## config.mk

```make
export PLATFORM = sky130hd
export DESIGN_NAME = nasti_mem_arbiter
export DESIGN_NICKNAME = d
export VERILOG_FILES = /design/src/rtl/nasti_arb_pkg.sv /design/src/rtl/nasti_rr_arb.sv /design/src/rtl/nasti_mem_arbiter.sv
export SDC_FILE = /design/constraint.sdc
export NUM_CORES = 1
export LEC_CHECK = 0
export ABC_AREA = 1
export BUFFER_PORTS_ARGS = -buffer_cell sky130_fd_sc_hd__buf_2
export CAP_MARGIN = 20
export CORE_AREA = 5 5 368 370
export DETAILED_ROUTE_END_ITERATION = 7
export DIE_AREA = 0 0 373 375
export PLACE_DENSITY = 0.3
export SYNTH_ARGS = -nofsm -noshare
export SYNTH_HDL_FRONTEND = slang
export SYNTH_SLANG_ARGS = --single-unit
```

## constraint.sdc

```tcl
create_clock -name clk -period 1.4 [get_ports clk]
set_clock_uncertainty 0.2 [all_clocks]
set_input_delay 0.42 -clock clk [delete_from_list [all_inputs] [get_ports clk]]
set_output_delay 0.42 -clock clk [all_outputs]
set_load 0.01 [all_outputs]
```

## src/rtl/nasti_arb_pkg.sv

```systemverilog
// Shared types and the round-robin pick function for the NASTI memory arbiter.
package nasti_arb_pkg;

    typedef enum logic [1:0] {W_IDLE, W_ADDR, W_DATA} wr_state_e;
    typedef enum logic       {R_IDLE, R_ADDR}         rd_state_e;

    localparam int MAX_MST = 16;

    // First set bit of req at or after ptr, wrapping within n (n a power of two).
    // The descending scan lets the smallest offset win.
    function automatic logic [3:0] rr_pick(input logic [MAX_MST-1:0] req,
                                           input logic [3:0] ptr, input int n);
        logic [3:0] idx;
        rr_pick = ptr;
        for (int k = MAX_MST - 1; k >= 0; k--) begin
            idx = 4'(int'(ptr) + k) & 4'(n - 1);
            if (k < n && req[idx]) rr_pick = idx;
        end
    endfunction

endpackage

```

## src/rtl/nasti_rr_arb.sv

```systemverilog
// Round-robin grant register: lock captures a winner, rel advances the pointer past it.
module nasti_rr_arb
    import nasti_arb_pkg::*;
#(
    parameter  int N = 2,
    localparam int W = $clog2(N)
) (
    input  logic         clk,
    input  logic         rst,
    input  logic [N-1:0] req,
    input  logic         lock,
    input  logic         rel,
    output logic [W-1:0] grant
);

    logic [W-1:0] ptr;

    always_ff @(posedge clk) begin
        if (rst) begin
            grant <= '0;
            ptr   <= '0;
        end else begin
            if (lock) grant <= W'(rr_pick(MAX_MST'(req), 4'(ptr), N));
            if (rel)  ptr   <= grant + 1'b1;
        end
    end

endmodule

```

## src/rtl/nasti_mem_arbiter.sv

```systemverilog
// Shares one NASTI slave port between NUM_MST masters; AW/AR arbitrated independently,
// W locked to the AW winner until w_last, B/R routed by the master index in the ID MSBs.
module nasti_mem_arbiter
    import nasti_arb_pkg::*;
#(
    parameter  int NUM_MST    = 2,
    parameter  int ID_WIDTH   = 1,
    parameter  int ADDR_WIDTH = 64,
    parameter  int DATA_WIDTH = 64,
    parameter  int USER_WIDTH = 1,
    localparam int MST_W      = $clog2(NUM_MST),
    localparam int SID_W      = ID_WIDTH + MST_W,
    localparam int STRB_W     = DATA_WIDTH / 8
) (
    input  logic clk,
    input  logic rst,
    // master-facing ports
    input  logic [NUM_MST-1:0]                 mst_aw_valid,
    output logic [NUM_MST-1:0]                 mst_aw_ready,
    input  logic [NUM_MST-1:0][ID_WIDTH-1:0]   mst_aw_id,
    input  logic [NUM_MST-1:0][ADDR_WIDTH-1:0] mst_aw_addr,
    input  logic [NUM_MST-1:0][7:0]            mst_aw_len,
    input  logic [NUM_MST-1:0][2:0]            mst_aw_size,
    input  logic [NUM_MST-1:0][1:0]            mst_aw_burst,
    input  logic [NUM_MST-1:0][USER_WIDTH-1:0] mst_aw_user,
    input  logic [NUM_MST-1:0]                 mst_w_valid,
    output logic [NUM_MST-1:0]                 mst_w_ready,
    input  logic [NUM_MST-1:0][DATA_WIDTH-1:0] mst_w_data,
    input  logic [NUM_MST-1:0][STRB_W-1:0]     mst_w_strb,
    input  logic [NUM_MST-1:0]                 mst_w_last,
    input  logic [NUM_MST-1:0][USER_WIDTH-1:0] mst_w_user,
    output logic [NUM_MST-1:0]                 mst_b_valid,
    input  logic [NUM_MST-1:0]                 mst_b_ready,
    output logic [NUM_MST-1:0][ID_WIDTH-1:0]   mst_b_id,
    output logic [NUM_MST-1:0][1:0]            mst_b_resp,
    output logic [NUM_MST-1:0][USER_WIDTH-1:0] mst_b_user,
    input  logic [NUM_MST-1:0]                 mst_ar_valid,
    output logic [NUM_MST-1:0]                 mst_ar_ready,
    input  logic [NUM_MST-1:0][ID_WIDTH-1:0]   mst_ar_id,
    input  logic [NUM_MST-1:0][ADDR_WIDTH-1:0] mst_ar_addr,
    input  logic [NUM_MST-1:0][7:0]            mst_ar_len,
    input  logic [NUM_MST-1:0][2:0]            mst_ar_size,
    input  logic [NUM_MST-1:0][1:0]            mst_ar_burst,
    input  logic [NUM_MST-1:0][USER_WIDTH-1:0] mst_ar_user,
    output logic [NUM_MST-1:0]                 mst_r_valid,
    input  logic [NUM_MST-1:0]                 mst_r_ready,
    output logic [NUM_MST-1:0][ID_WIDTH-1:0]   mst_r_id,
    output logic [NUM_MST-1:0][DATA_WIDTH-1:0] mst_r_data,
    output logic [NUM_MST-1:0][1:0]            mst_r_resp,
    output logic [NUM_MST-1:0]                 mst_r_last,
    output logic [NUM_MST-1:0][USER_WIDTH-1:0] mst_r_user,
    // memory-facing port
    output logic                  slv_aw_valid,
    input  logic                  slv_aw_ready,
    output logic [SID_W-1:0]      slv_aw_id,
    output logic [ADDR_WIDTH-1:0] slv_aw_addr,
    output logic [7:0]            slv_aw_len,
    output logic [2:0]            slv_aw_size,
    output logic [1:0]            slv_aw_burst,
    output logic [USER_WIDTH-1:0] slv_aw_user,
    output logic                  slv_w_valid,
    input  logic                  slv_w_ready,
    output logic [DATA_WIDTH-1:0] slv_w_data,
    output logic [STRB_W-1:0]     slv_w_strb,
    output logic                  slv_w_last,
    output logic [USER_WIDTH-1:0] slv_w_user,
    input  logic                  slv_b_valid,
    output logic                  slv_b_ready,
    input  logic [SID_W-1:0]      slv_b_id,
    input  logic [1:0]            slv_b_resp,
    input  logic [USER_WIDTH-1:0] slv_b_user,
    output logic                  slv_ar_valid,
    input  logic                  slv_ar_ready,
    output logic [SID_W-1:0]      slv_ar_id,
    output logic [ADDR_WIDTH-1:0] slv_ar_addr,
    output logic [7:0]            slv_ar_len,
    output logic [2:0]            slv_ar_size,
    output logic [1:0]            slv_ar_burst,
    output logic [USER_WIDTH-1:0] slv_ar_user,
    input  logic                  slv_r_valid,
    output logic                  slv_r_ready,
    input  logic [SID_W-1:0]      slv_r_id,
    input  logic [DATA_WIDTH-1:0] slv_r_data,
    input  logic [1:0]            slv_r_resp,
    input  logic                  slv_r_last,
    input  logic [USER_WIDTH-1:0] slv_r_user
);

    wr_state_e        wr_state, wr_next;
    rd_state_e        rd_state, rd_next;
    logic [MST_W-1:0] aw_gnt, ar_gnt, b_sel, r_sel;
    logic             aw_lock, aw_rel, ar_lock, ar_rel;

    assign aw_lock = (wr_state == W_IDLE) && (|mst_aw_valid);
    assign aw_rel  = (wr_state == W_DATA) && slv_w_valid && slv_w_ready && slv_w_last;
    assign ar_lock = (rd_state == R_IDLE) && (|mst_ar_valid);
    assign ar_rel  = (rd_state == R_ADDR) && slv_ar_valid && slv_ar_ready;

    nasti_rr_arb #(.N(NUM_MST)) u_aw_arb (
        .clk(clk), .rst(rst), .req(mst_aw_valid), .lock(aw_lock), .rel(aw_rel), .grant(aw_gnt)
    );

    nasti_rr_arb #(.N(NUM_MST)) u_ar_arb (
        .clk(clk), .rst(rst), .req(mst_ar_valid), .lock(ar_lock), .rel(ar_rel), .grant(ar_gnt)
    );

    always_ff @(posedge clk) begin
        if (rst) begin
            wr_state <= W_IDLE;
            rd_state <= R_IDLE;
        end else begin
            wr_state <= wr_next;
            rd_state <= rd_next;
        end
    end

    always_comb begin
        wr_next = wr_state;
        case (wr_state)
            W_IDLE:  if (|mst_aw_valid) wr_next = W_ADDR;
            W_ADDR:  if (slv_aw_valid && slv_aw_ready) wr_next = W_DATA;
            W_DATA:  if (aw_rel) wr_next = W_IDLE;
            default: wr_next = W_IDLE;
        endcase
        rd_next = rd_state;
        case (rd_state)
            R_IDLE:  if (|mst_ar_valid) rd_next = R_ADDR;
            R_ADDR:  if (ar_rel) rd_next = R_IDLE;
            default: rd_next = R_IDLE;
        endcase
    end

    always_comb begin
        slv_aw_valid = 1'b0;
        mst_aw_ready = '0;
        slv_w_valid  = 1'b0;
        mst_w_ready  = '0;
        slv_ar_valid = 1'b0;
        mst_ar_ready = '0;
        case (wr_state)
            W_ADDR: begin
                slv_aw_valid         = mst_aw_valid[aw_gnt];
                mst_aw_ready[aw_gnt] = slv_aw_ready;
            end
            W_DATA: begin
                slv_w_valid         = mst_w_valid[aw_gnt];
                mst_w_ready[aw_gnt] = slv_w_ready;
            end
            default: ;
        endcase
        if (rd_state == R_ADDR) begin
            slv_ar_valid         = mst_ar_valid[ar_gnt];
            mst_ar_ready[ar_gnt] = slv_ar_ready;
        end
    end

    // Payload follows the registered grant; only the valid is state-gated.
    assign slv_aw_id    = {aw_gnt, mst_aw_id[aw_gnt]};
    assign slv_aw_addr  = mst_aw_addr[aw_gnt];
    assign slv_aw_len   = mst_aw_len[aw_gnt];
    assign slv_aw_size  = mst_aw_size[aw_gnt];
    assign slv_aw_burst = mst_aw_burst[aw_gnt];
    assign slv_aw_user  = mst_aw_user[aw_gnt];
    assign slv_w_data   = mst_w_data[aw_gnt];
    assign slv_w_strb   = mst_w_strb[aw_gnt];
    assign slv_w_last   = mst_w_last[aw_gnt];
    assign slv_w_user   = mst_w_user[aw_gnt];
    assign slv_ar_id    = {ar_gnt, mst_ar_id[ar_gnt]};
    assign slv_ar_addr  = mst_ar_addr[ar_gnt];
    assign slv_ar_len   = mst_ar_len[ar_gnt];
    assign slv_ar_size  = mst_ar_size[ar_gnt];
    assign slv_ar_burst = mst_ar_burst[ar_gnt];
    assign slv_ar_user  = mst_ar_user[ar_gnt];

    // Responses: stateless demux on the ID MSBs, payload broadcast to every master.
    assign b_sel       = slv_b_id[SID_W-1 -: MST_W];
    assign r_sel       = slv_r_id[SID_W-1 -: MST_W];
    assign slv_b_ready = mst_b_ready[b_sel];
    assign slv_r_ready = mst_r_ready[r_sel];

    always_comb begin
        mst_b_valid        = '0;
        mst_b_valid[b_sel] = slv_b_valid;
        mst_r_valid        = '0;
        mst_r_valid[r_sel] = slv_r_valid;
    end

    assign mst_b_id   = {NUM_MST{slv_b_id[ID_WIDTH-1:0]}};
    assign mst_b_resp = {NUM_MST{slv_b_resp}};
    assign mst_b_user = {NUM_MST{slv_b_user}};
    assign mst_r_id   = {NUM_MST{slv_r_id[ID_WIDTH-1:0]}};
    assign mst_r_data = {NUM_MST{slv_r_data}};
    assign mst_r_resp = {NUM_MST{slv_r_resp}};
    assign mst_r_last = {NUM_MST{slv_r_last}};
    assign mst_r_user = {NUM_MST{slv_r_user}};

endmodule

```

; Word-level counts from Yosys, hierarchy flattened
; Index checks and enable logic that the tools add are counted.
[classes]
addsub = 4
multipliers = 0
n_div = 0
magnitude_cmp = 12
n_eq_ne = 5
n_shift = 0
n_mux = 75
bitwise = 6
reduce_logical = 16
[ops]
columns = cell, n
row1 = $mux 64, 6
row2 = $mux 8, 6
row3 = $mux 1, 43
row4 = $lt 1x5->1 const B, 4
row5 = $mux 2, 10
row6 = $logic_and 1x1->1, 12
row7 = $mux 3, 4
row8 = $and 2x2->2, 5
row9 = $lt 1x2->1 const B, 4
row10 = $pmux 2 s3, 1
row11 = $add 1x1->1 const B, 4
row12 = $demux 1 s1, 4
row13 = $ge 1x1->1 const B, 4
row14 = $ne 2x2->1 const B, 2
row15 = $reduce_or 2->1, 2
row16 = $reduce_and 3->1, 1
row17 = $eq 2x1->1 const B, 1
row18 = $eq 2x2->1 const B, 1
row19 = $logic_not 2->1, 1
row20 = $ne 2x1->1 const B, 1
row21 = $pmux 1 s2, 1
row22 = $not 1->1, 1
[word_totals]
reg_bits = 7
latchBits = 0
ramBits = 0
rom_bits = 0
out_inout_bits = 395
wordCells = 124
memories = 0

; Longest topological paths before layout
[logic_depth]
word_depth = 8
mapped_depth = 8

; Hierarchy
; A second synthesis with hierarchy kept.
[unflattened]
cells_unflattened = 986
hier_area_um2 = 4569.4
[modules_own_cells]
columns = module, instances, cells_per_inst, area_each_um2, seq_area_each_um2
row1 = nasti_mem_arbiter, 1, 960, 4381.7, 60.1
row2 = nasti_rr_arb, 2, 13, 93.8, 40.0

; Worst setup path before layout
; OpenSTA, ideal clock, no wires.
[synth_path]
path_type = flip-flop to output port
startpoint = reg u_aw_arb.grant
endpoint = out slv_w_data[10]
arrival_time_ps = 938
setup_slack_ps = -158
path_stages_with_launch = 7
cell_sequence = dfxtp_1 > buf_6 > inv_4 > buf_4 > buf_2 > nand2_1 > nand2_1
[synth_between]
elab_chain_len = 2
[synth_lines]
columns = item, line_no
row1 = from (decl), nasti_rr_arb.sv:13  ; output logic [W-1:0] grant
row2 = from (signal assigned), nasti_rr_arb.sv:23  ; if (lock) grant <= W'(rr_pick(MAX_MST'(req), 4'(ptr), N));
row3 = $mux 64 (implied by the code) (2 in a row), nasti_mem_arbiter.sv:164  ; assign slv_w_data = mst_w_data[aw_gnt];
row4 = to (decl), nasti_mem_arbiter.sv:63  ; output logic [DATA_WIDTH-1:0] slv_w_data,
; Every way passes these cells. The select of a mux whose other input is x is not followed.

; Worst setup path in the final report
[layout_path]
startpoint = reg u_aw_arb.grant
endpoint = out slv_w_data[23]
; The elaborated chain is that of the path after synthesis.

==> flow_summary_export.csv <==
group,metric,value,unit
synthesis,ys_ff_latch,7,
worst_hold_path,min_to,"u_ar_arb.ptr",
clock_tree,cts-buffers-inserted,3,
placed_design,dp_hpwl,80100,um
clock_tree,htreeDepth,1,
clock_tree,root_buffer,"clkbuf_16",
setup_path,start_kind,"flip-flop",
pwr,total_power,6.72,mW
sta,setup-violations-final,253,
sta,finalCritPeriodShare,153,%
sta,worst_slack,-0.738,ns
synthesis,synth_top_area_cell,"nand2_1",
synthesis,yosysSeqAreaShare,3.09,%
synthesis,synth_top_area_share,59.0,%
floorplan,rows,134,
worst_hold_path,min_from,"u_ar_arb.ptr",
run_status,violations,"setup timing",
run,maxCapViolCount,0,
global_routing,grt_max_degree,37,
floorplan,coreArea,0.132,mm^2
global_routing,grt_usage,11.9,%
setup_path,crit_type,"reg2out",
setup_path,critPathArrivalTime,1.52,ns
setup_path,cp_common_cell,"nand2_2",
synthesis,async_flop_share,0,%
floorplan,die_x,373,um
synthesis,synth_edf_count,0,
run_status,status,"finished with violations",
clock_tree,hold_buffers,0,
layout,finalNetCount,2183,
floorplan,initial_core_util,3.42,%
setup_path,critPathSlowestCell,"dfxtp_4",
clock_tree,worstSkewPairLatency,0.25,ns
setup_path,cp-end-kind,"primary output",
route,drtIter0Drc,413,
sta,drv_slew,0,
worst_hold_path,holdPathStages,2,
synthesis,synthMostInstantiatedCell,"nand2_1",
synthesis,synth_area_per_cell,4.63,um^2
layout,utilization,10.3,%
synthesis,ys.flop_type,"dfxtp_1",
route,vias,8916,
floorplan,pin_count,951,
placed_design,io_buffers,731,
global_routing,grt_pass1_wl,107000,um
synthesis,syn_inst,977,
route,wirelength,88700,um
clock_tree,cts_tree,"built",
sta,rsz0062_at_grt,"true",
synthesis,synth_common_cells,"nand2_1, buf_4, buf_2, inv_1, nor2_1",
route,first_pass_iters,5,
placed_design,gp_routability_congestion,0.886,
setup_path,regToRegStartpoint,"u_aw_arb.grant",
setup_path,path_cells,"buf_12 -> inv_16 -> bufbuf_16 -> nand2_2 -> nand2_2 -> buf_2",
setup_path,crit_required,0.78,ns
global_routing,overflow,0,
setup_path,timing.rr.end,"u_aw_arb.ptr",
route,postRouteAntennaNets,0,
setup_path,critPathMaxFanout,14,
clock_tree,path_clk_slew,0.04,ns
route,post_drt_via_cell_ratio,2.62,
clock_tree,clk_path_buf_depth,2,
layout,area_growth,202,%
setup_path,rrSetupSlack,-0.37,ns
route,drc_errors,0,
global_routing,antenna_found_initial,47,
setup_path,reg2reg_depth,11,
clock_tree,clock-sinks,7,
setup_path,slowest_delay,0.35,ns
sta,finalCriticalPeriod,2.14,ns
worst_hold_path,hp-class,"reg2reg",
layout,drive_above_1_share,71.1,%
pwr,p_per_area,491,mW/mm^2
synthesis,netlist_area,0.00453,mm^2
sta,maxSlewHeadroom,78.7,%
pwr,vdd_drop_max,0.256,mV
floorplan,die_area,0.140,mm^2
route,wire_per_inst,26.1,um
synthesis,yosysWarningCount,0,
pwr,leakage,7.02,nW
sta,max_freq,0.468,GHz
sta,hold_viol,0,
sta,worst_pin_slew,0.319,ns
synthesis,synth.distinct_cells,20,
global_routing,grt_pass1_vias,8987,
synthesis,synth_area_leaders,"nand2_1, buf_4, buf_2",
floorplan,die_h,375,um
synthesis,syn_nets,1533,
## critical path: cells and delay by family, from the launching register on
| family | cells | cell delay, ns |
|---|---|---|
| buffers and inverters | 4 | 0.73 |
| flip-flops | 1 | 0.35 |
| AND/OR/NAND/NOR | 2 | 0.16 |
## power breakdown
part / switching [mW] / internal, mW / leakage [nW]
Sequential: 0.0150 / 0.213 / 0.0594
Combinational: 3.33 / 2.60 / 6.92
Clock: 0.174 / 0.385 / 0.0382
Total: 3.52 / 3.20 / 7.02
## cells by family after synthesis
logic type / Yosys count / share of synthesized area [%]
and+or+nand+nor: 733 / 61.3
buffers and inverters: 222 / 33.4
AOI/OAI and AO/OA: 13 / 1.77
DFF: 7 / 3.09
muxes: 2 / 0.497
## state kept, by name, indices dropped and copies added (netlist names)
name	flops
u_ar_arb.ptr	1
rd_state	1
wr_state	2
u_ar_arb.grant	1
u_aw_arb.grant	1
u_aw_arb.ptr	1
## placed cells by master (no fill, tap or decap), types with 3 or more instances in the layout
master / count
nor3_4: 4
nand3_1: 3
nand2_4: 130
buf_2: 573
inv_1: 19
buf_12: 54
buf_4: 59
nand2_2: 140
a21oi_1: 5
buf_16: 11
clkbuf_16: 10
nor2_1: 7
dfxtp_1: 4
buf_8: 16
diode_2: 8
nand2_1: 425
buf_6: 122
nand2_8: 18
## what timing repair did
action,4_1_cts,5_1_grt
gates resized for setup,335,416
buffers inserted,16,13
gates cloned,12,7
setup endpoints to repair,253,254
pin swaps,32,59
## per-stage QoR
stage	setup TNS [ns]	worst slack (ns)	instances	hold slack, ns	instance area [um^2]
after floorplan	-18.93	-0.129	977	0.239	4740
after global placement	-102.02	-0.789	3345	0.273	10300
after detailed placement	-101.54	-0.776	3345	0.272	10300
after CTS	-163.56	-0.769	3377	0.279	12000
after global routing	-168.05	-0.801	3396	0.294	13700
final	-150.96	-0.738	3402	0.274	13700
## layout make-up
class / instances / area (um^2)
fill: 15627 / 119000
timing repair buffer: 844 / 6520
multi-input combinational: 748 / 4570
tap: 1768 / 2210
sequential: 7 / 149
inverter: 22 / 111
clock buffer: 4 / 78.8
antenna: 8 / 20.0
timing repair inverter: 1 / 11.3
## layer usage
layer  up-vias  share of wire (%)  wire (um)  global-route usage, %
met1      4041                 41      36100                   14.4
met4        38               0.88        777                  0.565
met3        99                 11       9950                   5.87
li1       4057                  -          -                      -
met2       681                 47      41600                   19.8
met5         -               0.38        340                      0
## how the worst max path moves through the flow
stage,start,endpoint,slack [ns],cells after the start
2_1_floorplan,u_aw_arb.grant,slv_aw_addr[0],-0.13,6
3_3_place_gp,u_ar_arb.grant,slv_ar_addr[61],-0.79,6
3_5_place_dp,u_ar_arb.grant,slv_ar_addr[61],-0.78,6
4_1_cts,u_aw_arb.grant,slv_w_data[20],-0.77,6
5_1_grt,u_aw_arb.grant,slv_aw_addr[11],-0.80,7
6_report,u_aw_arb.grant,slv_w_data[23],-0.74,6
No activity file was read; power rests on OpenSTA's default activity.
